$ cat config.mk
export PLATFORM = sky130hd
export DESIGN_NAME = viterbi_traceback
export DESIGN_NICKNAME = d
export VERILOG_FILES = /design/src/rtl/viterbi_traceback.sv
export SDC_FILE = /design/constraint.sdc
export NUM_CORES = 1
export LEC_CHECK = 0
export ABC_AREA = 1
export BUFFER_PORTS_ARGS = -buffer_cell sky130_fd_sc_hd__buf_2
export CAP_MARGIN = 20
export CORE_MARGIN = 4
export CORE_UTILIZATION = 45
export DETAILED_ROUTE_END_ITERATION = 8
export PLACE_DENSITY = 0.62
export SETUP_SLACK_MARGIN = 0.02
export SYNTH_ARGS = -nofsm -noshare
export SYNTH_HDL_FRONTEND = slang
export SYNTH_SLANG_ARGS = --single-unit
$ cat constraint.sdc
create_clock -name clk -period 4.8 [get_ports clk]
set_clock_uncertainty 0.2 [all_clocks]
set_input_delay 0.24 -clock clk [delete_from_list [all_inputs] [get_ports clk]]
set_output_delay 0.24 -clock clk [all_outputs]
set_load 0.05 [all_outputs]
$ cat src/rtl/viterbi_traceback.sv
// Survivor memory and traceback stage for a 4-state (K=3, rate-1/2) Viterbi
// decoder. It captures the predecessor addresses of each trellis step,
// traces back from the start state at frame end and streams the decoded bits
// out in forward order over a valid/ready handshake.
// Optional macro: ZERO_TERM_EN forces the traceback start state to 00 and
// removes the metric compare logic.
module viterbi_traceback #(
  parameter int FRAME_LEN = 16,
  parameter int CNT_W     = 5
) (
  input  logic        clk,
  input  logic        rst,
  input  logic        in_valid,
  output logic        in_ready,
  input  logic        in_last,
  input  logic [7:0]  in_addr,
  input  logic [27:0] in_pm,
  output logic        out_valid,
  input  logic        out_ready,
  output logic        out_bit,
  output logic        out_last,
  output logic        busy
);

  localparam int AW = (FRAME_LEN > 1) ? $clog2(FRAME_LEN) : 1;

  typedef enum logic [1:0] {FILL, TRACE, OUTPUT} state_t;

  state_t state, state_nxt;

  logic [7:0]           mem [FRAME_LEN];
  logic [FRAME_LEN-1:0] bits;
  logic [CNT_W-1:0]     wr_cnt;
  logic [CNT_W-1:0]     last_idx;
  logic [CNT_W-1:0]     tr_idx;
  logic [CNT_W-1:0]     rd_cnt;
  logic [1:0]           cur;
  logic [1:0]           start_s;
  logic [1:0]           pred;
  logic [7:0]           row;
  logic                 accept;
  logic                 close;
  logic                 xfer;

  assign accept = (state == FILL) && in_valid;
  assign close  = accept && (in_last || (wr_cnt == CNT_W'(FRAME_LEN - 1)));
  assign xfer   = (state == OUTPUT) && out_ready;

`ifdef ZERO_TERM_EN
  // Zero-tail-terminated frames always end in state 00
  always_comb begin
    start_s = 2'b00;
  end
`else
  logic [6:0] pm0, pm1, pm2, pm3, lo_pm, hi_pm;
  logic [1:0] lo_idx, hi_idx;

  // Minimum-metric state; strict less-than keeps ties on the lower index
  always_comb begin
    pm0 = in_pm[6:0];
    pm1 = in_pm[13:7];
    pm2 = in_pm[20:14];
    pm3 = in_pm[27:21];
    lo_idx = (pm1 < pm0) ? 2'd1 : 2'd0;
    lo_pm  = (pm1 < pm0) ? pm1 : pm0;
    hi_idx = (pm3 < pm2) ? 2'd3 : 2'd2;
    hi_pm  = (pm3 < pm2) ? pm3 : pm2;
    start_s = (hi_pm < lo_pm) ? hi_idx : lo_idx;
  end
`endif

  // Predecessor of the current surviving state at step tr_idx
  always_comb begin
    row = mem[tr_idx[AW-1:0]];
    case (cur)
      2'd0:    pred = row[1:0];
      2'd1:    pred = row[3:2];
      2'd2:    pred = row[5:4];
      default: pred = row[7:6];
    endcase
  end

  // State register
  always_ff @(posedge clk or posedge rst) begin
    if (rst) state <= FILL;
    else     state <= state_nxt;
  end

  // Next-state logic
  always_comb begin
    state_nxt = state;
    case (state)
      FILL:    if (close) state_nxt = TRACE;
      TRACE:   if (tr_idx == '0) state_nxt = OUTPUT;
      OUTPUT:  if (xfer && (rd_cnt == last_idx)) state_nxt = FILL;
      default: state_nxt = FILL;
    endcase
  end

  // Stream outputs decoded from the registered state
  always_comb begin
    in_ready  = (state == FILL);
    busy      = (state == TRACE) || (state == OUTPUT);
    out_valid = (state == OUTPUT);
    out_bit   = 1'b0;
    out_last  = 1'b0;
    if (state == OUTPUT) begin
      out_bit  = bits[rd_cnt[AW-1:0]];
      out_last = (rd_cnt == last_idx);
    end
  end

  // Counters and traceback cursor
  always_ff @(posedge clk or posedge rst) begin
    if (rst) begin
      wr_cnt   <= '0;
      last_idx <= '0;
      tr_idx   <= '0;
      rd_cnt   <= '0;
      cur      <= '0;
    end else begin
      case (state)
        FILL: begin
          if (close) begin
            wr_cnt   <= '0;
            last_idx <= wr_cnt;
            tr_idx   <= wr_cnt;
            cur      <= start_s;
          end else if (accept) begin
            wr_cnt <= wr_cnt + CNT_W'(1);
          end
        end
        TRACE: begin
          cur    <= pred;
          tr_idx <= tr_idx - CNT_W'(1);
        end
        OUTPUT: begin
          if (xfer) begin
            if (rd_cnt == last_idx) rd_cnt <= '0;
            else                    rd_cnt <= rd_cnt + CNT_W'(1);
          end
        end
        default: ;
      endcase
    end
  end

  // Survivor and decoded-bit storage; contents need no reset
  always_ff @(posedge clk) begin
    if (accept) mem[wr_cnt[AW-1:0]] <= in_addr;
    if (state == TRACE) bits[tr_idx[AW-1:0]] <= cur[1];
  end

endmodule

==> impl_metrics.yaml <==
timing:
  timing.fmax_mhz: 340
  rsz0062_at_grt: "false"
  final_max_slew_viol_count: 0
  tightestPinTransition_ps: 894
  worst_slew_margin_rel_pct: 40.2
  setup_tns_ps: 0
  layout_min_cycle_time_ps: 2940
  setup_viol: 0
  layout_worst_path_cycle_share_pct: 61.3
  hold_viol_final: 0
setup_path:
  worst_setup_path_start_kind: "flop"
  critPathCaptureType: "flop"
  worst_ep_required_ps: 4950
  critical_path_peak_fanout: 16
  worst_ep_arrival_time_ps: 3090
  path_class: "flop to flop"
floorplan:
  start_util_pct: 46.4
  fp.dieArea_um2: 19500
  dieWidth_um: 140
  die_h_um: 140
  num_rows: 47
  design.portCount: 46
  core_area_um2: 16800
grt:
  first_global_vias: 5471
  grt-ovfl-total: 0
  globalRouteMet2Util_pct: 30.5
  grt_start_max_net_pins: 70
  grt_first_pass_wirelength_um: 28500
  grt-busiest-layer: "met2"
  met1_usage_pct: 24.6
  antenna_violations_before_repair: 0
  grtUsageTotal_pct: 18.6
  grt_use_met3_pct: 4.08
drt:
  antenna_violating_nets_post_route: 0
  drt-wirelength-per-cell_um: 17.7
  dr_total_vias: 5546
  routed_wirelength_um: 17800
  dr.first_iter.drc_count: 526
  detail_route.vias_per_cell: 5.50
  detailedRoute.firstPassIterationCount: 5
  drc_errors: 0
pwr:
  power_per_cell_area_nw_per_um2: 556
  power.static_leakage_nw: 3.35
  combPwrFrac_pct: 32.5
  irDropWorstVdd_v: 0.000304
  power_frac_seq_pct: 38.8
  intPower_mw: 3.07
  switching_share_of_total_power_pct: 37.4
  clk_pwr_share_pct: 28.7
  netSwitchingPower_mw: 1.84
logic_synthesis:
  synth_edf_count: 144
  synth_sequential_area_ratio_pct: 63.1
  syn-num-nets: 804
  syn-instance-count: 731
  yosys_warnings: 0
  synthFlopType: "sky130_fd_sc_hd__edfxtp_1"
  synth.top_cell.area_share_pct: 55.4
  netlist_area_um2: 7810
  post_synth.cell_area_avg_um2: 10.7
  yosysUniqueCellTypes: 34
  yosysTopAreaCell: "sky130_fd_sc_hd__edfxtp_1"
  synth_seq_cells: 168
  post_synth_main_area_contributors: "sky130_fd_sc_hd__edfxtp_1 (55%), sky130_fd_sc_hd__dfrtp_1 (7.7%), sky130_fd_sc_hd__nor2_1 (6.2%), sky130_fd_sc_hd__o21ai_0 (5.4%), sky130_fd_sc_hd__ha_1 (5.1%)"
  postSynth.asyncResetShare_pct: 14.3
cells_and_area:
  finalNonFillerCells: 1008
  final_nets: 849
  synthToLayoutAreaGrowth_pct: 13.2
  antenna-diode-count: 0
  fillerInstances: 1500
  layout.core_utilization_pct: 52.5
  layout-drive-gt1-share_pct: 12.4
clocking:
  post-cts-setup-buffers: 0
  clkTransAtPathRegs_ps: 60
  cts-root-to-sink-buffers: 2
  tritoncts_clock_tree: "built"
  insertion_delay_ps: 430
  clock_sink_count: 168
  cts_made_buffers: 17
  cts_root_buffer: "sky130_fd_sc_hd__clkbuf_16"
  clock_tree.htree_level_count: 4
placed_design:
  gp_routability_congestion: 0.874
  placedCellCount: 971
  number_of_buffers_added_on_ports: 45
  detailed_place_hpwl_um: 11500
flow_run:
  max-cap-violations: 0
hold_path:
  worst_hold_path_type: "primary input to flop"
outcome:
  run_status: "finished clean"
-- critical path, cell delays in order (launching register included) --
cell,delay (ps)
sky130_fd_sc_hd__dfrtp_1,380
sky130_fd_sc_hd__inv_1,90
sky130_fd_sc_hd__ha_1,600
sky130_fd_sc_hd__inv_1,350
sky130_fd_sc_hd__o21ai_0,470
sky130_fd_sc_hd__buf_2,280
sky130_fd_sc_hd__o21ai_1,110
sky130_fd_sc_hd__a21oi_1,170
sky130_fd_sc_hd__o211ai_1,100
sky130_fd_sc_hd__o21ai_0,90
-- sequential cells by signal, indices dropped and copies added (netlist names) --
signal	cells
wr_cnt	5
mem	128
cur	2
tr_idx	5
state	2
bits	16
last_idx	5
rd_cnt	5
-- metal layers --
metal  up-vias  part of all wire, %
met4         0                  2.2
met2       172                   49
met5         -                    0
met1      2679                   44
li1       2658                    -
met3        37                  5.4
-- through the flow --
stage / hold slack (ps) / power, mW / cell area (um^2) / setup WS (ps)
floorplan: 54.6 / 3.10 / 7810 / 2220
global placement: 285 / 3.45 / 8140 / 1650
detailed placement: 314 / 3.50 / 8140 / 1510
CTS: 2.79 / 4.91 / 8780 / 1480
global route: 20.5 / 5.21 / 8840 / 1650
finish: 17.8 / 4.91 / 8840 / 1860
-- path summary, 6_finish.rpt --
check | cells after the start | end | startpoint | slack, ps
max | 9 | tr_idx[4] | state[1] | 1860
min | 1 | mem[6][7] | in_addr[7] | 20
max reg2reg | 9 | tr_idx[4] | state[1] | 1860
min reg2reg | 2 | last_idx[4] | last_idx[4] | 320
max in group asynchronous | 4 | tr_idx[0] | rst | 3960
min in group asynchronous | 3 | rd_cnt[0] | rst | 60
-- layout make-up --
cell class | count | area (um^2) | area share [%]
timing repair buffer | 54 | 330 | 3.74
inverter | 54 | 203 | 2.29
tap | 220 | 275 | 3.12
multi-input combinational | 481 | 2480 | 28.1
sequential | 168 | 4930 | 55.7
clock buffer | 17 | 425 | 4.81
clock inverter | 14 | 191 | 2.17
-- what timing repair did --
item | 4_1_cts | 5_1_grt
hold buffers | 3 | 0
endpoints found under the hold margin | 27 | 0
resized for setup | 0 | 0
-- power by group through the flow --
stage / Clock, mW / Sequential, mW / Combinational, mW
after global placement: 0 / 1.93 / 1.52
after global routing: 1.49 / 1.93 / 1.79
after detailed placement: 0 / 1.94 / 1.57
after floorplan: 0 / 1.89 / 1.21
after CTS: 1.43 / 1.91 / 1.58
final: 1.41 / 1.91 / 1.60
-- synthesized netlist by cell type (2+ instances only) --
cell and number:
sky130_fd_sc_hd__nand2_2 3, sky130_fd_sc_hd__o22ai_1 34, sky130_fd_sc_hd__edfxtp_1 144, sky130_fd_sc_hd__buf_6 8, sky130_fd_sc_hd__ha_1 32, sky130_fd_sc_hd__clkbuf_1 4, sky130_fd_sc_hd__dfrtp_1 24, sky130_fd_sc_hd__inv_2 5
sky130_fd_sc_hd__nand3_1 20, sky130_fd_sc_hd__buf_4 4, sky130_fd_sc_hd__nor2_1 129, sky130_fd_sc_hd__o211ai_1 3, sky130_fd_sc_hd__a21o_1 2, sky130_fd_sc_hd__nand4_1 7, sky130_fd_sc_hd__o21ai_0 84, sky130_fd_sc_hd__a21oi_2 3
sky130_fd_sc_hd__inv_1 49, sky130_fd_sc_hd__a21oi_1 24, sky130_fd_sc_hd__buf_2 11, sky130_fd_sc_hd__o21ai_1 20, sky130_fd_sc_hd__nand2_1 104, sky130_fd_sc_hd__xor2_1 3, sky130_fd_sc_hd__nor2_2 3
-- cells by family after synthesis --
family / after synthesis / synth area share, %
xor+xnor: 4 / 0.449
compound gates: 176 / 12.4
buf+inv: 82 / 5.10
fa+ha+maj: 32 / 5.13
simple gates: 269 / 13.8
flops: 168 / 63.1
-- placed cells by master (no fill, tap or decap), types with 5 or more instances in the layout --
cell type / instances
sky130_fd_sc_hd__o21ai_0: 84
sky130_fd_sc_hd__nand4_1: 7
sky130_fd_sc_hd__clkbuf_16: 17
sky130_fd_sc_hd__ha_1: 32
sky130_fd_sc_hd__a21oi_1: 24
sky130_fd_sc_hd__dfrtp_1: 23
sky130_fd_sc_hd__o21ai_1: 20
sky130_fd_sc_hd__inv_2: 5
sky130_fd_sc_hd__buf_2: 46
sky130_fd_sc_hd__edfxtp_1: 144
sky130_fd_sc_hd__nand2_1: 104
sky130_fd_sc_hd__nor2_1: 129
sky130_fd_sc_hd__nand3_1: 20
sky130_fd_sc_hd__inv_1: 49
sky130_fd_sc_hd__o22ai_1: 34
Power figures use the tool's default switching activity.
